## src/rtl/lip_synth_pkg.sv

```systemverilog
// Shared encodings for the lip-synth master and its downstream stages.
// Mode values, note range and the stored segment layout {note, dur}.
// No latency or backpressure: declarations only.
package lip_synth_pkg;
    typedef enum logic [1:0] {
        JAM_SESH    = 2'd0,
        COMPOSER    = 2'd1,
        SONG_PLAYER = 2'd2
    } mode_e;

    localparam int                NOTE_W    = 6;
    localparam logic [NOTE_W-1:0] NOTE_REST = 6'd0;
    localparam logic [NOTE_W-1:0] ROOT_MIN  = 6'd1;
    localparam logic [NOTE_W-1:0] ROOT_MAX  = 6'd56;
    localparam int                SEG_DUR_W = 12;

    // Segment record: note in the upper bits, held duration in ticks below.
    typedef struct packed {
        logic [NOTE_W-1:0]    note;
        logic [SEG_DUR_W-1:0] dur;
    } seg_t;

    // Encoding 3 is reserved by the master and behaves as JAM_SESH here.
    function automatic mode_e decode_mode(input logic [1:0] raw);
        return (raw == 2'd3) ? JAM_SESH : mode_e'(raw);
    endfunction
endpackage

```

## src/rtl/song_mem.sv

```systemverilog
// Segment store: simple dual-port RAM, one write port and one read port.
// Latency: read data valid one cycle after the address is presented.
// Backpressure: none, both ports accept every cycle.
module song_mem #(
    parameter int DEPTH = 32,
    parameter int W     = 18
) (
    input  logic                     clk,
    input  logic                     wr_en_i,
    input  logic [$clog2(DEPTH)-1:0] wr_addr_i,
    input  logic [W-1:0]             wr_dat_i,
    input  logic [$clog2(DEPTH)-1:0] rd_addr_i,
    output logic [W-1:0]             rd_dat_o
);
    logic [W-1:0] mem_q [DEPTH];
    logic [W-1:0] rd_dat_q;

    always_ff @(posedge clk) begin
        if (wr_en_i) begin
            mem_q[wr_addr_i] <= wr_dat_i;
        end
        rd_dat_q <= mem_q[rd_addr_i];
    end

    assign rd_dat_o = rd_dat_q;
endmodule

```

## src/rtl/song_recorder.sv

```systemverilog
// Records (note, duration) segments in COMPOSER, replays them in SONG_PLAYER; SONG_RECORDER_LOOP_EN repeats replay.
// Latency: outputs registered; first note and each next note appear 2 cycles after the entry/expiring tick.
// Backpressure: none, tick and key_code are sampled every cycle.
module song_recorder
    import lip_synth_pkg::*;
#(
    parameter int DEPTH = 32,
    parameter int DUR_W = SEG_DUR_W
) (
    input  logic                     clk,
    input  logic                     reset,
    input  logic [1:0]               state,
    input  logic                     tick,
    input  logic [NOTE_W-1:0]        key_code,
    output logic                     done_recording,
    output logic [NOTE_W-1:0]        play_note,
    output logic                     play_active,
    output logic [$clog2(DEPTH):0]   seg_count
);
    localparam int               AW       = $clog2(DEPTH);
    localparam logic [DUR_W-1:0] DUR_MAX  = '1;
    localparam logic [DUR_W-1:0] DUR_ONE  = DUR_W'(1);
    localparam logic [AW:0]      SEG_FULL = (AW+1)'(DEPTH);

    typedef enum logic [1:0] {S_IDLE, S_RECORD, S_PLAY} fsm_e;
    typedef struct packed {
        logic [NOTE_W-1:0] note;
        logic [DUR_W-1:0]  dur;
    } rec_t;

    logic [1:0]        state_q;
    fsm_e              fsm_q;
    logic [AW:0]       seg_count_q, seg_count_d;
    logic [AW-1:0]     wr_ptr_q, rd_ptr_q, rd_ptr_d;
    logic [NOTE_W-1:0] cur_note_q;
    logic [DUR_W-1:0]  dur_q, dur_d, remain_q;
    logic              load_q, done_q, play_active_q;
    logic [NOTE_W-1:0] play_note_q;

    mode_e mode;
    logic  mode_entry, wr_en, play_start, expire, last_seg;
    rec_t  wr_rec, rd_rec;
    logic [NOTE_W+DUR_W-1:0] rd_dat;

    always_comb begin
        mode        = decode_mode(state);
        mode_entry  = (state != state_q);
        // A tick in the same cycle as a key change belongs to the outgoing segment.
        dur_d       = (tick && dur_q != DUR_MAX) ? dur_q + 1'b1 : dur_q;
        wr_en       = (fsm_q == S_RECORD) && (dur_d != '0)
                      && ((mode != COMPOSER) || (key_code != cur_note_q));
        wr_rec      = '{note: cur_note_q, dur: dur_d};
        seg_count_d = seg_count_q + {{AW{1'b0}}, wr_en};
        play_start  = (mode == SONG_PLAYER) && mode_entry && (fsm_q != S_PLAY)
                      && (seg_count_d != '0);
        last_seg    = ({1'b0, rd_ptr_q} + 1'b1) == seg_count_q;
        expire      = (fsm_q == S_PLAY) && (mode == SONG_PLAYER) && !load_q
                      && tick && (remain_q == DUR_ONE);
        rd_ptr_d    = rd_ptr_q;
        if (play_start) begin
            rd_ptr_d = '0;
        end else if (expire) begin
            rd_ptr_d = last_seg ? '0 : rd_ptr_q + 1'b1;
        end
    end

    song_mem #(.DEPTH(DEPTH), .W(NOTE_W + DUR_W)) u_mem (
        .clk       (clk),
        .wr_en_i   (wr_en),
        .wr_addr_i (wr_ptr_q),
        .wr_dat_i  (wr_rec),
        .rd_addr_i (rd_ptr_d),
        .rd_dat_o  (rd_dat)
    );
    assign rd_rec = rec_t'(rd_dat);

    always_ff @(posedge clk) begin
        if (reset) begin
            state_q       <= 2'd0;
            fsm_q         <= S_IDLE;
            seg_count_q   <= '0;
            wr_ptr_q      <= '0;
            rd_ptr_q      <= '0;
            cur_note_q    <= NOTE_REST;
            dur_q         <= '0;
            remain_q      <= '0;
            load_q        <= 1'b0;
            done_q        <= 1'b0;
            play_note_q   <= NOTE_REST;
            play_active_q <= 1'b0;
        end else begin
            state_q  <= state;
            rd_ptr_q <= rd_ptr_d;
            done_q   <= 1'b0;
            load_q   <= 1'b0;
            if (mode == COMPOSER && mode_entry) begin
                seg_count_q   <= '0;
                wr_ptr_q      <= '0;
                cur_note_q    <= key_code;
                dur_q         <= '0;
                fsm_q         <= S_RECORD;
                play_note_q   <= NOTE_REST;
                play_active_q <= 1'b0;
            end else begin
                if (wr_en) begin
                    wr_ptr_q    <= wr_ptr_q + 1'b1;
                    seg_count_q <= seg_count_d;
                end
                case (fsm_q)
                    S_RECORD: begin
                        if (mode != COMPOSER) begin
                            fsm_q  <= play_start ? S_PLAY : S_IDLE;
                            load_q <= play_start;
                        end else if (key_code != cur_note_q) begin
                            cur_note_q <= key_code;
                            dur_q      <= '0;
                            if (seg_count_d == SEG_FULL) begin
                                done_q <= 1'b1;
                                fsm_q  <= S_IDLE;
                            end
                        end else begin
                            dur_q <= dur_d;
                        end
                    end
                    S_PLAY: begin
                        if (mode != SONG_PLAYER) begin
                            fsm_q         <= S_IDLE;
                            play_note_q   <= NOTE_REST;
                            play_active_q <= 1'b0;
                        end else if (load_q) begin
                            play_note_q   <= rd_rec.note;
                            remain_q      <= rd_rec.dur;
                            play_active_q <= 1'b1;
                        end else if (tick) begin
                            remain_q <= remain_q - 1'b1;
                            if (expire) begin
                                if (last_seg) begin
`ifdef SONG_RECORDER_LOOP_EN
                                    load_q <= 1'b1;
`else
                                    fsm_q         <= S_IDLE;
                                    play_note_q   <= NOTE_REST;
                                    play_active_q <= 1'b0;
`endif
                                end else begin
                                    load_q <= 1'b1;
                                end
                            end
                        end
                    end
                    default: begin
                        if (play_start) begin
                            fsm_q  <= S_PLAY;
                            load_q <= 1'b1;
                        end
                    end
                endcase
            end
        end
    end

    assign done_recording = done_q;
    assign play_note      = play_note_q;
    assign play_active    = play_active_q;
    assign seg_count      = seg_count_q;
endmodule

```

## config.mk

```make
export PLATFORM = sky130hd
export DESIGN_NAME = song_recorder
export DESIGN_NICKNAME = d
export VERILOG_FILES = /design/src/rtl/lip_synth_pkg.sv /design/src/rtl/song_mem.sv /design/src/rtl/song_recorder.sv
export SDC_FILE = /design/constraint.sdc
export NUM_CORES = 1
export LEC_CHECK = 0
export ABC_AREA = 1
export CORE_MARGIN = 4
export CORE_UTILIZATION = 35
export DETAILED_ROUTE_END_ITERATION = 12
export PLACE_DENSITY = 0.56
export SLEW_MARGIN = 10
export SYNTH_ARGS = -nofsm -noshare
export SYNTH_HDL_FRONTEND = slang
export SYNTH_SLANG_ARGS = --single-unit
```

## constraint.sdc

```tcl
create_clock -name clk -period 9.15 [get_ports clk]
set_clock_uncertainty 0.05 [all_clocks]
set_input_delay 1.83 -clock clk [delete_from_list [all_inputs] [get_ports clk]]
set_output_delay 1.83 -clock clk [all_outputs]
set_load 0.005 [all_outputs]
```

==> results.md <==
- Status: complete, no violations
- Initial antenna violation count: 0
- Drt total wl: 78.7 mm
- Root Buffer: clkbuf_16
- Synthesized area per cell: 10.1 sq um
- Placed Area: 30,600 sq um
- Achievable frequency: 139 MHz
- Syn Nets: 2,903
- Die width: 297 um
- Fin util: 0.398
- Worst setup SP type: input pin
- #FFs+latches synth: 653
- Largest buffer count on any clock path: 3
- Die area: 88,000 sq um
- Row count: 105
- Fin Setup TNS: 0 ns
- Residual DRC: 0
- Area grow syn2layout: 12.6%
- Vias/cell: 5.06
- RSZ-0062 raised after global routing: false
- Worst-Margin Slew: 1.20 ns
- DR pass1 iterations: 5
- EDFF count, synth: 576
- Max cap viols: 0
- Vias in the first global route: 19.0k
- Share of layout cells above drive strength 1: 0.0765
- Register area share after synthesis: 0.646
- Fillcell total: 7,941
- Distinct cells, synth: 48
- Setup violators final: 0
- Cts repair resizes: 0
- CTS Sinks: 653
- Routed Antenna Nets: 0
- Total track usage: 0.177
- # IOs: 25
- Peak VDD IR: 0.141 mV
- Starting density of the core: 0.354
- Post-CTS Setup Inserts: 0
- CTS tree: done
- Critical path class: in2reg
- DR WL/cell: 19.8 um
- Yosys warnings: 0
- Iteration-0 DRC count of the detailed router: 2,008
- HPWL after detailed placement: 41.7 mm
- Clk_lat worst skew: 0.62 ns
- Worst path required time: 9.64 ns
- First-pass GRT wire length: 118 mm
- Total gr overflow: 0
- Syn Inst Count: 2,880
- Min Tclk post-route: 7.18 ns
- Final Hold Fails: 0
- H-tree Lvls: 3
- Hold Path Class: reg2reg
- Clk pin slew, worst setup/hold paths: 0.06 ns
- Critical path data arrival time: 7.68 ns
- CORE AREA: 82,400 sq um
- Die H: 297 um
- Min setup slack post-route: 1.97 ns
- IO Port Bufs: 24
- Via count: 20.2k
- CTS buffer count: 71
- Cell Pwr Density: 187 nW/um^2
- Gpl congestion: 0.843
- Synth Cell Area: 29,100 sq um
- Nets@finish: 2,890
- Ys flop type: edfxtp_1
- Worst slew margin: 0.197
- CP Capture Type: register
- Leakage: 0.0130 uW
- Final Cycle Share: 0.785
- Fin area: 32,800 sq um
- Critical-path maximum fanout: 112
- Post-CTS Hold Fix Bufs: 0
- Pin count of the biggest net entering global routing: 190
- Max Slew Vio Count: 0
- Pre-CTS setup slack: 1.28 ns
- Ys async rst share: 0
[cells in the mapped netlist, types with 3 or more instances]
library cell,instances,area share
inv_1,359,0.046
buf_4,16,0.0041
nand2_1,692,0.089
xnor2_1,8,0.0024
o21ai_0,22,0.0038
a21oi_2,5,0.0015
nand2_2,10,0.0021
edfxtp_1,576,0.59
nand3b_1,91,0.023
nand4_1,5,0.0011
xor2_1,17,0.0051
o211ai_1,6,0.0015
nor2_1,101,0.013
buf_6,4,0.0015
ha_1,12,0.0052
buf_2,88,0.015
inv_2,7,0.00090
clkbuf_1,35,0.0045
o21ai_1,3,0.00051
dfxtp_1,77,0.053
nor2_2,3,0.00064
a21oi_1,38,0.0065
buf_1,18,0.0023
nor3_1,5,0.00086
nand3_2,3,0.0010
nand3_1,649,0.11
[path summary, 6_finish.rpt]
path	cells past startpoint	from	to	slack (ns)
worst max-delay path	27	tick	u_mem.rd_dat_o[14]	1.97
worst min-delay path	2	play_note[4]	play_note[4]	0.41
worst max register to register	28	dur_q[0]	u_mem.rd_dat_o[14]	2.84
worst min register to register	2	play_note[4]	play_note[4]	0.41
[state kept, by name, indices dropped and copies added, names as in the netlist, 2 cells and up]
register,cells
play_note,6
wr_ptr_q,5
u_mem.rd_dat_o,18
cur_note_q,6
fsm_q,2
seg_count,6
dur_q,12
u_mem.mem_q,576
remain_q,12
rd_ptr_q,5
state_q,2
[power by group]
| part | switching [uW] | total [uW] | internal (uW) |
|---|---|---|---|
| combinational | 89.8 | 118 | 28.2 |
| sequential | 17.6 | 3250 | 3230 |
| clock | 1150 | 2770 | 1620 |
| total | 1260 | 6140 | 4880 |
[critical path, cell delays in order]
cell and delay, ns:
clkdlybuf4s50_1 0.50, inv_1 0.13, a31oi_4 0.42, nor2_1 0.09
a21oi_2 0.11, inv_1 0.42, or2_1 0.40, nor2_2 0.09
nand2_2 0.11, nand2_4 0.17, inv_4 0.09, ha_1 0.22
ha_1 0.21, xnor2_1 0.19, nand2_1 0.08, nor2_1 0.16
nand3_1 0.17, a21oi_4 0.30, nand2_8 0.43, buf_4 0.56
nand2_1 0.11, nand3_1 0.09, nand3_1 0.13, nand3_1 0.11
nand2_1 0.23, nand2_1 0.14, nand2_1 0.08
[stage by stage]
stage          power [uW]  instances  hold slack, ns
2_1_floorplan        3380       2880           0.393
3_3_place_gp         3430       3864           0.405
3_5_place_dp         3430       3864           0.407
4_1_cts              6190       3985           0.416
5_1_grt              6320       3985           0.428
6_report             6140       3986           0.414
[metal layers]
layer  vias to the layer above  part of all wire  global-route usage
met4                         0             0.020              0.0425
li1                       9647                 -                   -
met3                       119             0.062              0.0321
met5                         -                 0                   0
met1                      9815              0.45               0.248
met2                       573              0.47               0.287
[area by class of cell]
type	instances	area, sq um	area share
Sequential cell	653	18800	0.574
Timing Repair Buffer	75	711	0.0217
Inverter	369	1390	0.0423
Tap cell	1070	1340	0.0408
Clock buffer	99	1990	0.0605
Multi-Input combinational cell	1697	8330	0.254
Clock inverter	22	219	0.00667
Antenna cell	1	2.50	0.0000763
[cells in the final DEF (no fill, tap or decap), types with 12 or more instances in the layout]
cell type          n
a21oi_1           37
buf_4             44
clkbuf_1          21
clkbuf_16         74
clkdlybuf4s50_1   24
dfxtp_1           75
edfxtp_1         576
ha_1              12
inv_1            359
nand2_1          691
nand3_1          649
nand3b_1          91
nor2_1            72
nor2_2            20
nor2_4            13
o21ai_0           22
xor2_1            16
[cell families after synthesis]
logic type / count (synthesis) / share of synthesized area
AOI/OAI and AO/OA: 90 / 0.0191
xor gates and xnor gates: 25 / 0.00751
adders and majority gates: 12 / 0.00515
buffers and inverters: 530 / 0.0752
DFF: 653 / 0.646
and+or+nand+nor: 1570 / 0.247
Note: power is estimated with default switching activity, not from simulation.
